==> src/rtl/piso_serializer_pkg.sv <==
// Shared definitions for the parallel-in serial-out serializer family.
// Holds the FSM state encodings and the counter-width helper used to size
// the bit and clock-division counters.
package piso_serializer_pkg;

  // Two-state FSM encoding, kept as plain 1-bit constants so older tools
  // and netlists see a stable encoding.
  localparam logic S_IDLE  = 1'b0;
  localparam logic S_SHIFT = 1'b1;

  // Bits needed to hold a count in 0..range-1, never less than one bit.
  // $clog2 returns 0 for range 1, which would give a zero-width vector.
  function automatic int cnt_width(input int range);
    if (range <= 2) begin
      return 1;
    end
    return $clog2(range);
  endfunction

endpackage : piso_serializer_pkg

==> src/rtl/piso_serializer_bit_period_counter.sv <==
// Purpose    : holds each serial bit for CLK_DIV clocks; emits a wrap tick on
//              the final clock of every bit period.
// Latency    : tick is combinational from the registered count (same cycle).
// Backpressure: none; the owner gates progress with en and restarts with clr.
//
// Ports:
//   clk   system clock, rising edge
//   rstn  synchronous reset, active-low; clears the count
//   clr   restart the period (count to 0 at the next edge); wins over en
//   en    advance the count this cycle
//   tick  high when en is set and the count is on its last value
module bit_period_counter
  import piso_serializer_pkg::*;
#(
  parameter int CLK_DIV = 1
) (
  input  logic clk,
  input  logic rstn,
  input  logic clr,
  input  logic en,
  output logic tick
);

  localparam int DW = cnt_width(CLK_DIV);
  localparam logic [DW-1:0] DIV_LAST = DW'(CLK_DIV - 1);

  logic [DW-1:0] div_cnt;
  logic          at_last;

  // With CLK_DIV=1 DIV_LAST is 0, so the count never leaves 0 and the tick
  // fires every enabled cycle.
  assign at_last = (div_cnt == DIV_LAST);
  assign tick    = en & at_last;

  always_ff @(posedge clk) begin
    if (!rstn) begin
      div_cnt <= '0;
    end else if (clr) begin
      div_cnt <= '0;
    end else if (en) begin
      if (at_last) begin
        div_cnt <= '0;
      end else begin
        div_cnt <= div_cnt + 1'b1;
      end
    end
  end

endmodule : bit_period_counter

==> src/rtl/piso_serializer.sv <==
// Purpose    : parallel-in serial-out shifter with frame qualifier and an
//              end-of-word pulse.
// Latency    : first bit on sout 1 cycle after the handshake; a word holds
//              the line for WIDTH*CLK_DIV cycles; sdone the cycle after.
// Backpressure: din_ready is high only in IDLE or in the last cycle of a
//              word, so a held din_valid streams words back-to-back.
//
// Ports:
//   clk        system clock, rising edge
//   rstn       synchronous reset, active-low (also masks din_ready)
//   din        parallel word, sampled only at a handshake
//   din_valid  upstream offers a word
//   din_ready  word can be accepted this cycle
//   sout       serial data, 0 when no frame is active
//   sframe     high while sout carries a valid bit
//   sdone      one-cycle pulse after the last bit of each word
module piso_serializer
  import piso_serializer_pkg::*;
#(
  parameter int WIDTH     = 8,
  parameter int CLK_DIV   = 1,
  parameter bit MSB_FIRST = 1'b1
) (
  input  logic             clk,
  input  logic             rstn,
  input  logic [WIDTH-1:0] din,
  input  logic             din_valid,
  output logic             din_ready,
  output logic             sout,
  output logic             sframe,
  output logic             sdone
);

  localparam int BW = cnt_width(WIDTH);
  localparam logic [BW-1:0] BIT_LAST = BW'(WIDTH - 1);

  logic             state;
  logic [WIDTH-1:0] shreg;
  logic [BW-1:0]    bit_cnt;
  logic             sdone_q;

  logic             shifting;
  logic             bit_tick;
  logic             last_bit;
  logic             last_cyc;
  logic             accept;
  logic             out_bit;

  assign shifting = (state == S_SHIFT);
  assign last_bit = (bit_cnt == BIT_LAST);

  // Bit period timing lives in the reusable counter; a new word restarts
  // the period so its first bit gets the full CLK_DIV cycles.
  bit_period_counter #(
    .CLK_DIV (CLK_DIV)
  ) u_bit_period (
    .clk  (clk),
    .rstn (rstn),
    .clr  (accept),
    .en   (shifting),
    .tick (bit_tick)
  );

  // Final cycle of the word: the next word may be taken here so the line
  // never idles between chained words.
  assign last_cyc = shifting & last_bit & bit_tick;

  // Reset masks ready combinationally so a word offered while rstn is low
  // is never considered accepted.
  assign din_ready = rstn & (~shifting | last_cyc);
  assign accept    = din_valid & din_ready;

  // Output tap follows the shift direction; the register fills with zeros.
  assign out_bit = MSB_FIRST ? shreg[WIDTH-1] : shreg[0];

  assign sout   = shifting & out_bit;
  assign sframe = shifting;
  assign sdone  = sdone_q;

  always_ff @(posedge clk) begin
    if (!rstn) begin
      state   <= S_IDLE;
      shreg   <= '0;
      bit_cnt <= '0;
      sdone_q <= 1'b0;
    end else begin
      // Pulse once per completed word, chained or not.
      sdone_q <= last_cyc;

      if (accept) begin
        // Covers both a fresh start from IDLE and a chained load in the
        // last cycle of the previous word.
        shreg   <= din;
        bit_cnt <= '0;
        state   <= S_SHIFT;
      end else if (shifting && bit_tick) begin
        if (MSB_FIRST) begin
          shreg <= {shreg[WIDTH-2:0], 1'b0};
        end else begin
          shreg <= {1'b0, shreg[WIDTH-1:1]};
        end

        if (last_bit) begin
          bit_cnt <= '0;
          state   <= S_IDLE;
        end else begin
          bit_cnt <= bit_cnt + 1'b1;
        end
      end
    end
  end

endmodule : piso_serializer
==> config.mk <==
export PLATFORM = sky130hd
export DESIGN_NAME = piso_serializer
export DESIGN_NICKNAME = d
export VERILOG_FILES = /design/src/rtl/piso_serializer_pkg.sv /design/src/rtl/piso_serializer_bit_period_counter.sv /design/src/rtl/piso_serializer.sv
export SDC_FILE = /design/constraint.sdc
export NUM_CORES = 1
export LEC_CHECK = 0
export ABC_AREA = 1
export CORE_MARGIN = 1
export CORE_UTILIZATION = 35
export DETAILED_ROUTE_END_ITERATION = 7
export PLACE_DENSITY_LB_ADDON = 0.08
export SYNTH_ARGS = -nofsm -noshare
export SYNTH_HDL_FRONTEND = slang
export SYNTH_SLANG_ARGS = --single-unit
==> constraint.sdc <==
create_clock -name clk -period 1.7 [get_ports clk]
set_input_delay 0.255 -clock clk [delete_from_list [all_inputs] [get_ports clk]]
set_output_delay 0.255 -clock clk [all_outputs]
set_load 0.005 [all_outputs]
==> results of run 1 <==
[critical path, delay by kind of cell (launching register included)]
family / cells / cell delay [ns]
adders and majority gates: 2 / 0.36
buffers and inverters: 2 / 0.34
DFF: 1 / 0.33
AOI/OAI and AO/OA: 1 / 0.06
[layout make-up]
cell class	instances	area (sq um)
Inverter	11	41.29
Timing Repair Buffer	20	183.9
Tap cell	25	31.28
Clock buffer	4	26.28
Fill cell	181	874.6
Multi-Input combinational cell	63	325.3
Sequential cell	13	262.8
[per-layer routing]
layer  global-route usage, %  up-vias  wire length, um
met4                   5.455        0               13
met3                   5.952        2               58
met2                   24.86       13              634
met1                   22.41      301              707
met5                       0        -                0
li1                        -      343                -
[power breakdown]
part / switching (uW) / internal, uW
Sequential: 11.9 / 323
Clock: 101 / 91.0
Combinational: 61.2 / 58.8
[synth_stat cells]
cell type,instances
nand3_4,1
ha_1,2
clkbuf_1,1
nor2_1,2
nand4_1,7
buf_4,1
nand2_1,27
nor3_1,1
buf_6,1
nand2_4,1
a21oi_1,13
buf_2,3
inv_1,11
dfxtp_1,13
nand3_1,9
[worst max-delay path by stage]
stage,from,end,slack [ns],cells after the start
global route,bit_cnt[0]$_SDFFE_PP0P_,din_ready,0.02,5
global placement,rstn,din_ready,-0.02,4
detailed placement,rstn,din_ready,-0.03,4
finish,bit_cnt[0]$_SDFFE_PP0P_,din_ready,0.08,5
CTS,sframe$_SDFFE_PN0P_,sout,0.06,3
floorplan,bit_cnt[0]$_SDFFE_PP0P_,shreg[1]$_SDFFE_PN0P_,0.36,8
[registers in the layout (all words and copies together), names as in the netlist]
register,count
sframe,1
sdone,1
bit_cnt,3
shreg,8
[stage by stage]
stage | TNS [ns] | std cells | cell area [sq um] | setup slack, ns | total power, uW
2_1_floorplan | 0 | 93 | 660.6 | 0.3585 | 411.5
3_3_place_gp | -0.01962 | 132 | 839.6 | -0.01962 | 460.7
3_5_place_dp | -0.03079 | 132 | 839.6 | -0.03079 | 461.4
4_1_cts | 0 | 136 | 869.6 | 0.05579 | 653.3
5_1_grt | 0 | 136 | 870.8 | 0.02154 | 680.5
6_report | 0 | 136 | 870.8 | 0.08487 | 646.3
[kinds of logic (layout without fill, tap and decap cells)]
logic type                 Yosys count  after routing  synth area share [%]
AOI/OAI and AO/OA                   13             13                 9.848
and+or+nand+nor                     48             48                 35.04
DFF                                 13             13                 39.39
adders and majority gates            2              2                 3.787
buffers and inverters               17             35                 11.93
==> reports/results.ini, run 1 <==
[final_layout]
layout_commonest_cell = nand2_1
area.growth.synth_to_final_pct = 31.82
layout-drive-gt1-share_pct = 12.61
final_nets = 125
final_cell_mix = nand2_1 (27), clkdlybuf4s50_1 (13), a21oi_1 (12), inv_1 (11), dfxtp_1 (11)
finalCoreUtilization_pct = 49.89
diodes = 0

[synth]
yosysWarnings = 0
synth-seq-cells = 13
synth_cell_types = 15
netlist.area_leader.share_pct = 39.39
synth_area_sq_um = 660.6
ys_seq_area_share_pct = 39.39
syn_inst = 93
synth_nets = 106
ys_top_cells_by_area = dfxtp_1 (39%), nand2_1 (15%), a21oi_1 (9.8%)
synth_area_per_cell_sq_um = 7.104
yosys.area.top_type = dfxtp_1

[global_route]
grt_start_max_net_pins = 18
grt.overflow.total = 0
grt_pass1_wl_um = 2463
grt_pass1_vias = 554
antenna_found_initial = 0
grt.total_usage_pct = 16.72

[setup_path]
reg2regPathDepth = 8
cp_slowest_stage_delay_ns = 0.33
cp_max_fo = 3
arrival_ns = 1.36
worstPathRequired_ns = 1.44
r2r-start = bit_cnt[0]$_SDFFE_PP0P_
r2r-end = shreg[2]$_SDFFE_PN0P_
crit_path_end_kind = output port
path_cells = ha_1 -> ha_1 -> inv_1 -> a21oi_2 -> dlygate4sd2_1
slowest_stage = dfxtp_2
reg2reg_slack_ns = 0.22
path_class = reg -> out
startpoint_type = flip-flop
path_common_cell = ha_1

[power_and_ir_drop]
max-vdd-ir-drop_uv = 412.8
p_per_area_nw_per_um2 = 742.2
leakage_uw = 0.0003904

[clock_network]
postCtsSetupBuffers = 0
hold_buffers = 0
cts-resized-gates = 3
clk_pin_slew_ns = 0.08
clk_latency_ns = 0.27
clock-root-buffer = clkbuf_4
clock_sinks = 13
cts_tree = yes
clockBufferDepth = 2
numCtsBuffers = 3
htree_levels = 1

[floorplanning]
rows = 15
core_area_sq_um = 1745
die_h_um = 45.45
die-width_um = 45.45
die-area_sq_um = 2065
initial_utilization_pct = 37.85
ios = 15

[timing]
slew_viol_final = 0
fin_crit_sh_pct = 95.01
fin_hold_ws_ns = 0.4728
max_freq_ghz = 0.6191
fin_skew_ns = 0.0005462
worst_pin_slew_ns = 0.3850
slew_headroom_pct = 74.31
hold_viol_final = 0
min_period_ns = 1.615
setup_violations = 0
rsz0062_at_grt = no

[placement]
numPortBuffers = 14
dpl.hpwl_um = 947.4
gp_congestion = 0.7155

[detailed_routing]
drt-total-wl_um = 1414
drtIter0Drc = 14
wire_per_inst_um = 10.40
drcViolationCount = 0
routed_via_density = 4.846
first_pass_iters = 2
vias = 659
antenna_left = 0

[run]
max-cap-violations = 0

[outcome]
status = finished, final reports clean

[hold_path]
hold_path_class = reg -> reg
hold_start = bit_cnt[1]$_SDFFE_PP0P_
holdPathStages = 2
min_to = bit_cnt[1]$_SDFFE_PP0P_

Note: power is estimated with default switching activity, not from simulation.
==> inputs of run 2 (changes only) <==
--- a/config.mk
+++ b/config.mk
@@ -9,6 +9,7 @@
 export CORE_MARGIN = 1
 export CORE_UTILIZATION = 35
 export DETAILED_ROUTE_END_ITERATION = 7
+export GPL_ROUTABILITY_DRIVEN = 0
 export PLACE_DENSITY_LB_ADDON = 0.08
 export SYNTH_ARGS = -nofsm -noshare
 export SYNTH_HDL_FRONTEND = slang
==> results of run 2 <==
The final DEF is identical to that of run 1; final timing and power are the same.
==> inputs of run 3 (changes only) <==
--- a/config.mk
+++ b/config.mk
@@ -8,6 +8,7 @@
 export ABC_AREA = 1
 export CORE_MARGIN = 1
 export CORE_UTILIZATION = 35
+export CTS_BUF_LIST = sky130_fd_sc_hd__clkbuf_4 sky130_fd_sc_hd__clkbuf_8
 export DETAILED_ROUTE_END_ITERATION = 7
 export GPL_ROUTABILITY_DRIVEN = 0
 export PLACE_DENSITY_LB_ADDON = 0.08
==> run 3 against run 2 <==
Sequential share of layout area is 0.13 points lower. Cell area is 0.43% higher. Global-route usage shrank 0.083 points. Power increased by 2.3%. Clock power increased by 8%. First-iteration DRC count is 7.1% higher. Sequential power barely moved. Critical path type unchanged.
==> reports/results.ini, run 3 (same netlist as run 1, synthesis figures left out) <==
[detailed_routing]
antenna_left = 0  ; unchanged
first_pass_iters = 2  ; unchanged
drcViolationCount = 0  ; unchanged
wire_per_inst_um = 10.26  ; -1.3%
drt-total-wl_um = 1396  ; -1.3%
highest_layer = met4
wl_met2_um = 621  ; -2.1%
drtIter0Drc = 15  ; +1
vias = 654  ; -0.76%
met1Wirelength_um = 701  ; -0.85%
routed_via_density = 4.809  ; -0.76%
wl_met3_um = 58  ; unchanged

[floorplanning]
die_h_um = 45.45  ; unchanged
ios = 15  ; unchanged
core_area_sq_um = 1745  ; unchanged
rows = 15  ; unchanged
die-width_um = 45.45  ; unchanged
initial_utilization_pct = 37.85  ; unchanged
die-area_sq_um = 2065  ; unchanged

[final_layout]
layout-drive-gt1-share_pct = 13.51  ; +0.90 points
fill_cells = 181  ; unchanged
reg_top3 = shreg x8, bit_cnt x3
layout_commonest_cell = nand2_1
diodes = 0  ; unchanged
largest-register = shreg
final_cell_mix = nand2_1 (27), clkdlybuf4s50_1 (13), a21oi_1 (12), inv_1 (11), dfxtp_1 (11)
final_nets = 125  ; unchanged
largest_register_ffs = 8  ; unchanged
area.growth.synth_to_final_pct = 32.39

[timing]
fin_ws_ns = 0.08479  ; -0.00008060 ns
setup_violations = 0  ; unchanged
tns_ns = 0  ; unchanged
worst_pin_slew_ns = 0.3850  ; +0.000008345 ns
slew_viol_final = 0  ; unchanged
hold_viol_final = 0  ; unchanged
fin_skew_ns = 0.0008815  ; +0.0003353 ns
slew_headroom_pct = 74.30  ; about the same
rsz0062_at_grt = no
min_period_ns = 1.615  ; +0.00008060 ns
fin_crit_sh_pct = 95.01  ; about the same
max_freq_ghz = 0.6191  ; about the same
fin_hold_ws_ns = 0.4728  ; unchanged

[setup_path]
arrival_ns = 1.36  ; about the same
reg2regPathDepth = 8  ; unchanged
reg2reg_slack_ns = 0.22  ; about the same
r2r-start = bit_cnt[0]$_SDFFE_PP0P_
crit_path_end_kind = output port
worstPathRequired_ns = 1.44  ; about the same
r2r-end = shreg[2]$_SDFFE_PN0P_
startpoint_type = flip-flop
cp_max_fo = 3  ; unchanged
path_class = reg -> out

[clock_network]
hold_buffers = 0  ; unchanged
clk_latency_ns = 0.27  ; about the same
clock-root-buffer = clkbuf_4
cts_tree = yes
numCtsBuffers = 3  ; unchanged
clk_pin_slew_ns = 0.08  ; about the same
clockBufferDepth = 2  ; unchanged
htree_levels = 1  ; unchanged
clock_sinks = 13  ; unchanged

[hold_path]
hold_path_class = reg -> reg
min_to = bit_cnt[1]$_SDFFE_PP0P_
hold_start = bit_cnt[1]$_SDFFE_PP0P_
holdPathStages = 2  ; unchanged

[placement]
dpl.hpwl_um = 947.4  ; unchanged
dp_slack_ns = -0.03079  ; unchanged
numPortBuffers = 14  ; unchanged

[outcome]
status = finished, final reports clean

[global_route]
grt.total_usage_pct = 16.64  ; -0.083 points
antenna_found_initial = 0  ; unchanged
grt.overflow.total = 0  ; unchanged
grt_start_max_net_pins = 18  ; unchanged
grt_pass1_vias = 555  ; +0.18%
grt_pass1_wl_um = 2456  ; -0.28%

[power_and_ir_drop]
p_int_uw = 488.4  ; +3.4%
p_per_area_nw_per_um2 = 756.0  ; +1.9%
pwr-share-clk_pct = 31.3  ; +1.6 points
totalPowerFinal_uw = 661.2  ; +2.3%
power.switching_uw = 172.8  ; -0.62%
p_seq_share_pct = 50.6  ; -1.2 points
switching_share_pct = 26.14  ; -0.77 points
max-vdd-ir-drop_uv = 411.6  ; -0.29%
pwr-share-comb_pct = 18.1  ; -0.5 points
leakage_uw = 0.0003938  ; +0.88%

[run]
max-cap-violations = 0  ; unchanged

run 3: cell counts in the layout (fill, tap and decap cells not counted):
No cell type changed its count.
run 3: routing by layer:
layer  global-route usage, %  up-vias
li1                        -      342
met1                   22.41      297
met2                   24.57       13
met3                   5.952        2
met4                   5.455        0
met5                       0        -
run 3: timing repair:
| action | 4_1_cts | 5_1_grt |
|---|---|---|
| setup buffers | 0 | 0 |
| hold endpoints to repair | 0 | 0 |
| gates resized for setup | 3 | 1 |
| setup endpoints to repair | 1 | 1 |
run 3: worst max-delay path by stage:
stage | from | slack, ns | to
6_report | bit_cnt[0]$_SDFFE_PP0P_ | 0.08 | din_ready
5_1_grt | bit_cnt[0]$_SDFFE_PP0P_ | 0.02 | din_ready
4_1_cts | sframe$_SDFFE_PN0P_ | 0.06 | sout
3_5_place_dp | rstn | -0.03 | din_ready
3_3_place_gp | rstn | -0.02 | din_ready
2_1_floorplan | bit_cnt[0]$_SDFFE_PP0P_ | 0.36 | shreg[1]$_SDFFE_PN0P_
run 3: area by class of cell:
cell class | count | area (sq um) | share of cell area [%]
flip-flops and latches | 13 | 262.8 | 30.04
inverters | 11 | 41.29 | 4.721
clock buffers | 4 | 30.03 | 3.433
multi-input cells | 63 | 325.3 | 37.20
repair buffers | 20 | 183.9 | 21.03
well taps | 25 | 31.28 | 3.577
run 3: worst max-delay path, cell delays in order (launching register included):
cell	delay [ns]
dfxtp_2	0.33
ha_1	0.19
ha_1	0.17
inv_1	0.08
a21oi_2	0.06
dlygate4sd2_1	0.26
run 3: power by group through the flow:
stage          combinational [uW]  sequential [uW]  clock, uW
6_report                      120              335        207
5_1_grt                       135              337        225
3_3_place_gp                  121              340          0
2_1_floorplan                73.5              338          0
4_1_cts                       121              334        215
3_5_place_dp                  121              340          0
run 3: per-stage QoR:
| step | cells | utilization, % | area, sq um |
|---|---|---|---|
| CTS | 136 | 50.04 | 873.3 |
| global route | 136 | 50.11 | 874.6 |
| detailed placement | 132 | 48.10 | 839.6 |
| finish | 136 | 50.11 | 874.6 |
| global placement | 132 | 48.10 | 839.6 |
| floorplan | 93 | - | 660.6 |
